[config.mk]
export PLATFORM = sky130hd
export DESIGN_NAME = fpdivsqrt_req_queue
export DESIGN_NICKNAME = d
export VERILOG_FILES = /design/src/rtl/fpdivsqrt_req_queue.sv
export SDC_FILE = /design/constraint.sdc
export NUM_CORES = 1
export LEC_CHECK = 0
export BUFFER_PORTS_ARGS = -buffer_cell sky130_fd_sc_hd__clkbuf_2
export CORE_MARGIN = 3
export CORE_UTILIZATION = 32
export DETAILED_ROUTE_END_ITERATION = 8
export PLACE_DENSITY_LB_ADDON = 0.08
export SETUP_SLACK_MARGIN = 0.3
export SLEW_MARGIN = 25
export SYNTH_ARGS = -nofsm -noshare
export SYNTH_HDL_FRONTEND = slang
export SYNTH_SLANG_ARGS = --single-unit
[constraint.sdc]
create_clock -name clk -period 7.5 [get_ports clk]
set_input_delay 0.75 -clock clk [delete_from_list [all_inputs] [get_ports clk]]
set_output_delay 0.75 -clock clk [all_outputs]
set_load 0.02 [all_outputs]
[src/rtl/fpdivsqrt_req_queue.sv]
// Request FIFO and single-outstanding issue controller for an FP divide/sqrt unit.
// Requests are queued, issued one at a time, and responses are tagged with the issuing request ID.
module fpdivsqrt_req_queue #(
    parameter int unsigned DEPTH = 4,
    parameter int unsigned TAG_W = 4
) (
    input  logic                     clk,
    input  logic                     rst_n,

    input  logic                     req_valid_i,
    output logic                     req_ready_o,
    input  logic [1:0]               req_fp_format_i,
    input  logic                     req_is_fdiv_i,
    input  logic [2:0]               req_rm_i,
    input  logic [63:0]              req_opa_i,
    input  logic [63:0]              req_opb_i,
    input  logic [TAG_W-1:0]         req_tag_i,

    input  logic                     flush_i,

    output logic                     div_start_valid_o,
    input  logic                     div_start_ready_i,
    output logic [1:0]               div_fp_format_o,
    output logic                     div_is_fdiv_o,
    output logic [2:0]               div_rm_o,
    output logic [63:0]              div_opa_o,
    output logic [63:0]              div_opb_o,
    output logic                     div_flush_o,

    input  logic                     div_finish_valid_i,
    output logic                     div_finish_ready_o,
    input  logic [63:0]              div_res_i,
    input  logic [4:0]               div_fflags_i,

    output logic                     rsp_valid_o,
    input  logic                     rsp_ready_i,
    output logic [63:0]              rsp_res_o,
    output logic [4:0]               rsp_fflags_o,
    output logic [TAG_W-1:0]         rsp_tag_o,

    output logic [$clog2(DEPTH):0]   count_o,
    output logic                     busy_o
);

    localparam int unsigned AW = $clog2(DEPTH);
    localparam logic [AW:0] PTR_ONE = {{AW{1'b0}}, 1'b1};

    typedef enum logic {
        S_IDLE,
        S_WAIT
    } state_e;

    typedef struct packed {
        logic [1:0]       fp_format;
        logic             is_fdiv;
        logic [2:0]       rm;
        logic [63:0]      opa;
        logic [63:0]      opb;
        logic [TAG_W-1:0] tag;
    } entry_t;

    entry_t             mem_q [DEPTH];
    entry_t             wr_entry;
    entry_t             head;

    state_e             state_q, state_d;
    logic [AW:0]        wptr_q, wptr_d;
    logic [AW:0]        rptr_q, rptr_d;
    logic [TAG_W-1:0]   inflight_tag_q, inflight_tag_d;

    logic               full, empty, in_wait;
    logic               push, start_fire, finish_fire;

    // Extra pointer MSB distinguishes full from empty when the index bits match.
    assign full    = (wptr_q[AW] != rptr_q[AW]) && (wptr_q[AW-1:0] == rptr_q[AW-1:0]);
    assign empty   = (wptr_q == rptr_q);
    assign in_wait = (state_q == S_WAIT);

    assign req_ready_o = ~full & ~flush_i;
    assign push        = req_valid_i & req_ready_o;

    assign wr_entry = '{fp_format: req_fp_format_i, is_fdiv: req_is_fdiv_i, rm: req_rm_i,
                        opa: req_opa_i, opb: req_opb_i, tag: req_tag_i};
    assign head     = mem_q[rptr_q[AW-1:0]];

    assign div_start_valid_o = ~in_wait & ~empty & ~flush_i;
    assign div_fp_format_o   = head.fp_format;
    assign div_is_fdiv_o     = head.is_fdiv;
    assign div_rm_o          = head.rm;
    assign div_opa_o         = head.opa;
    assign div_opb_o         = head.opb;
    assign div_flush_o       = flush_i & in_wait;

    assign start_fire  = div_start_valid_o & div_start_ready_i;
    assign finish_fire = in_wait & div_finish_valid_i & rsp_ready_i;

    assign rsp_valid_o        = in_wait & div_finish_valid_i & ~flush_i;
    assign div_finish_ready_o = in_wait & rsp_ready_i;
    assign rsp_res_o          = div_res_i;
    assign rsp_fflags_o       = div_fflags_i;
    assign rsp_tag_o          = inflight_tag_q;

    assign count_o = wptr_q - rptr_q;
    assign busy_o  = ~empty | in_wait;

    always_comb begin
        // NOTE: every next-state signal gets a default first so no path leaves it unassigned (no latch).
        state_d        = state_q;
        wptr_d         = wptr_q;
        rptr_d         = rptr_q;
        inflight_tag_d = inflight_tag_q;
        if (flush_i) begin
            state_d = S_IDLE;
            wptr_d  = '0;
            rptr_d  = '0;
        end else begin
            if (push) begin
                wptr_d = wptr_q + PTR_ONE;
            end
            if (start_fire) begin
                rptr_d         = rptr_q + PTR_ONE;
                inflight_tag_d = head.tag;
                state_d        = S_WAIT;
            end else if (finish_fire) begin
                state_d = S_IDLE;
            end
        end
    end

    // NOTE: registers use non-blocking assignments so all state updates see pre-edge values.
    always_ff @(posedge clk or negedge rst_n) begin
        if (!rst_n) begin
            state_q        <= S_IDLE;
            wptr_q         <= '0;
            rptr_q         <= '0;
            inflight_tag_q <= '0;
        end else begin
            state_q        <= state_d;
            wptr_q         <= wptr_d;
            rptr_q         <= rptr_d;
            inflight_tag_q <= inflight_tag_d;
        end
    end

    // NOTE: payload storage is not reset; the pointers alone decide which entries are valid.
    always_ff @(posedge clk) begin
        if (push) begin
            mem_q[wptr_q[AW-1:0]] <= wr_entry;
        end
    end

endmodule

== Word-level counts from Yosys, hierarchy flattened ==
Memories as Yosys holds them, arrays and structs flattened.
Index checks and enable logic that the tools add are counted.
Storage, ports and cells
  flip-flop bits (word level): 11
  input bits: 214
  logic and storage cells: 40
  RAM bits: 552
  memories: 1
  output and inout bits: 216
Memory list
  mem_q: words 4, width 138, rd ports 1, clocked after memory_dff 0, write ports 1, line 62  | entry_t mem_q [DEPTH];
Operators by class
  bitwise gates (word level): 15
  eq/ne operators: 3
  reduce and logical (&&, ||, !) cells: 5
  add/subtract/negate cells: 3
  multiplexer cells: 9
Operators with widths (count)
  two-way mux 3 bit: 4
  bitwise AND 1 bit: 10
  adder 3 x 1 -> 3 bit (second input constant): 2
  two-way mux 1 bit: 5
  inverter 1 bit: 4
  nonzero test 2 bit: 2
  == test 3 bit: 1
  nonzero test 3 bit: 1
  subtractor 3 bit: 1
  == test 2 bit: 1
  AND reduction 2 bit: 1
  logical AND 1 bit: 1
  != test 1 bit: 1
  OR 1 bit: 1

== Logic depth before layout (Yosys ltp) ==
  depth after elaboration: 7
  gate-level depth with buffers: 6

== Worst setup path after synthesis ==
Ideal clock, no wire load.
  path type: reg2reg
  from: reg rptr_q[1]
  to: mem mem_q[0][0] (netlist bit), enable pin
  path slack: 2.376 ns
  arrival time: 4.609 ns
  stages on the path, launching flop included: 7
  period minus slack after synthesis: 5.124 ns
  path through: dfrtp_1 -> buf_2 -> inv_1 -> ha_1 -> nand2_1 -> o21a_1 -> and3_1
Between the ends
  word-level cells in the longest chain between the ends: 7
RTL lines
  start, declared: line 68  | logic [AW:0] rptr_q, rptr_d;
  start signal, assigned: line 140  | rptr_q <= rptr_d;
  == test 2 bit: line 75  | assign full = (wptr_q[AW] != rptr_q[AW]) && (wptr_q[AW-1:0] == rptr_q[AW-1:0]);
  logical AND 1 bit: line 75
  inverter 1 bit: line 79  | assign req_ready_o = ~full & ~flush_i;
  bitwise AND 1 bit: line 79
  bitwise AND 1 bit: line 80  | assign push = req_valid_i & req_ready_o;
  two-way mux 1 bit: line 147  | if (push) begin
  two-way mux 1 bit (not written as such): line 148  | mem_q[wptr_q[AW-1:0]] <= wr_entry;
  end, declared: line 62
Every way passes these cells.

== Worst setup path after layout ==
  from: reg rptr_q[1]
  to: out div_opb_o[44]
Between the ends
  word-level cells in the longest chain between the ends: 1
RTL lines
  memory (4 x 138 bit)
  end, declared: line 27  | output logic [63:0] div_opb_o,
Every way passes these cells.

==> results.ini <==
[outcome]
status = finished clean

[sta]
min_period_over_period = 0.595
tightest_slew_ns = 1.03
finalHoldViolations = 0
slew_headroom = 0.313
slew_violations = 0
finalClockSkew_ns = 0.0125
rsz0062_at_grt = no
fmax_mhz = 224
setup_violations = 0
fin_setup_tns_ns = 0
period_minus_slack_ns = 4.46

[floorplan]
die_area_um2 = 72300
die_x_um = 269
rows = 95
io_pins = 430
start_util = 0.326
die-height_um = 269
core_um2 = 67900

[setup_path]
cp_top_family = buffers and inverters
required_ns = 6.75
worst_path_most_repeated_cell = buf_4
cp_slowest_stage_delay_ns = 0.83
path_class = reg -> out
cpMaxStageDelayCell = buf_4
arrival_ns = 3.71
critPathMaxFanout = 60
cp_num_buf_inv = 3
crit_chain = buf_4 > buf_4 > mux4_2 > clkbuf_2
start_kind = flop
endpoint_kind = output port

[yosys]
synth_compound_area_frac = 0.00373
yosysSeqAreaShare = 0.762
synthXorXnorAreaFrac = 0.00153
synth_nets = 1212
yosysWarnings = 0
synthCells = 990
synthAdderAreaFrac = 0.00487
synth_top_family_by_area = multiplexers
syn_avg_cell_area_um2 = 22.3
ys_types = 29
synthesis.area_um2 = 22100
yosys_register_bits = 563
yosys.area_share.simple = 0.00470
yosys-mux-area-fraction = 0.144

[cells_and_area]
fin_nets = 1343
fin_area_um2 = 25000
drive_gt1_frac = 0.451
syn_to_final_growth_pct = 13.0
fillers = 6245
regArea_um2 = 16900
multi_input_area_um2 = 3540

[power_and_ir_drop]
ir_drop_mv = 0.165
pwr_density_cell_nw_per_um2 = 297
seqPwrFrac = 0.490
power_frac_clock = 0.364
intPower_w = 0.00558
switchingPower_w = 0.00185
p_sw_frac = 0.249
pwr-share-comb = 0.146
power_leakage_nw = 8.25

[clock_tree]
post_cts_buffers = 0
cts_tree = yes
postCtsHoldBufs = 1
ctsHtreeMaxLevel = 2
cts_root_buffer = clkbuf_16
clock_latency_ns = 0.60
cts.sinks = 563
cts_max_path_buffers = 3
clk_pin_slew_worst_paths_ns = 0.06
cts_buffers = 61
ctsResizeCount = 0

[global_route]
grt_usage = 0.130
first_global_vias = 10300
antenna_found_initial = 7
overflow = 0
grt_start_max_net_pins = 107
grt_pass1_wl_um = 69100

[placement]
place_congestion = 0.677
numPortBuffers = 291
place_area_um2 = 23200
post-dp-hpwl_um = 28100

[routing]
wl_met2_um = 24300
wl_met1_um = 18800
ant_nets = 0
drt_first_pass_iters = 4
top_layer_used = met5
drt-total-wl_um = 47400
drt_iter0_drc = 491
met3WireLength_um = 2910
viasPerCell = 4.51
routedWlPerCell_um = 22.7
drc = 0
vias = 9417

[min_path]
hp-class = in -> reg

[run]
maxCapViolCount = 0

## worst paths after layout
kind	from	end	slack (ns)	depth (start not counted)
min in group asynchronous	rst_n	rsp_tag_o[2]	0.62	2
min reg2reg	rsp_tag_o[0]	rsp_tag_o[0]	0.56	1
max in group asynchronous	rst_n	rptr_q[0]	6.59	2
min	req_opa_i[33]	mem_q[2][101]	0.36	1
max	rptr_q[1]	div_opb_o[44]	3.04	4
max reg2reg	rptr_q[0]	mem_q[2][38]	3.70	5
## sequential cells by signal (all words and copies together) (netlist names)
signal and cells:
in_wait 1, mem_q 552, rsp_tag_o 4, wptr_q 3, rptr_q 3
## cell families after synthesis
logic type	count (synthesis)
xor gates and xnor gates	3
and+or+nand+nor	20
muxes	146
DFF	563
AOI/OAI and AO/OA	10
adders and majority gates	8
buffers and inverters	240
## layout make-up
type | count | share of cell area
diodes | 2 | 0.000200
well taps | 921 | 0.0461
repair buffers | 302 | 0.0645
flip-flops and latches | 563 | 0.675
inverters | 6 | 0.000901
clock inverters | 23 | 0.00536
clock buffers | 85 | 0.0664
multi-input cells | 187 | 0.142
## Yosys cell counts
master     number  area (um^2)
fa_1            1         20.0
mux4_2        138         3110
clkbuf_1        6         22.5
and3_1          5         31.3
buf_2          10         50.1
ha_1            7         87.6
inv_1           6         22.5
or3_1           1         6.26
a32o_1          1         10.0
nor3_1          1         5.00
nand2_1         4         15.0
mux2i_1         2         20.0
a21oi_1         1         5.00
nor2_1          5         18.8
o31ai_1         1         7.51
xnor2_1         2         17.5
o2111ai_1       3         26.3
o21a_1          2         15.0
a31oi_1         1         6.26
and2_1          2         12.5
edfxtp_1      552        16600
o211ai_2        1         12.5
or3b_1          1         8.76
mux2_2          6         67.6
dfrtp_1        11          275
buf_6           3         33.8
xor2_2          1         16.3
buf_4         215         1610
nand2b_1        1         6.26
## power by group through the flow
stage	Sequential [W]	Clock, W	Combinational [W]
2_1_floorplan	0.00368	0	0.00101
3_3_place_gp	0.00371	0	0.00112
3_5_place_dp	0.00371	0	0.00112
4_1_cts	0.00364	0.00283	0.00112
5_1_grt	0.00365	0.00295	0.00117
6_report	0.00364	0.00271	0.00109
## cell usage in the layout (no fill, tap or decap), types with 5 or more instances in the layout
cell	netlist	layout
edfxtp_1	552	552
clkbuf_2	0	291
clkbuf_16	0	63
ha_1	7	7
clkinv_2	0	6
inv_1	6	6
nor2_1	5	5
mux4_2	138	138
buf_4	215	5
clkinv_1	0	13
dfrtp_1	11	9
mux2_2	6	6
clkbuf_1	6	22
## metrics by stage
stage	std cells	setup WS (ns)	utilization	hold slack, ns	power [W]
final	2089	3.04	0.368	0.359	0.00743
after global routing	2087	2.80	0.368	0.324	0.00777
after CTS	2086	2.83	0.368	0.305	0.00759
after detailed placement	1977	3.52	0.341	0.543	0.00483
after global placement	1977	3.51	0.341	0.544	0.00483
after floorplan	990	2.38	-	0.454	0.00469
## routing by layer
metal | GRT usage | up-vias
li1 | - | 4084
met4 | 0.0488 | 6
met5 | 0 | -
met1 | 0.160 | 4967
met3 | 0.0354 | 110
met2 | 0.220 | 250
(Power assumes the default switching activity.)
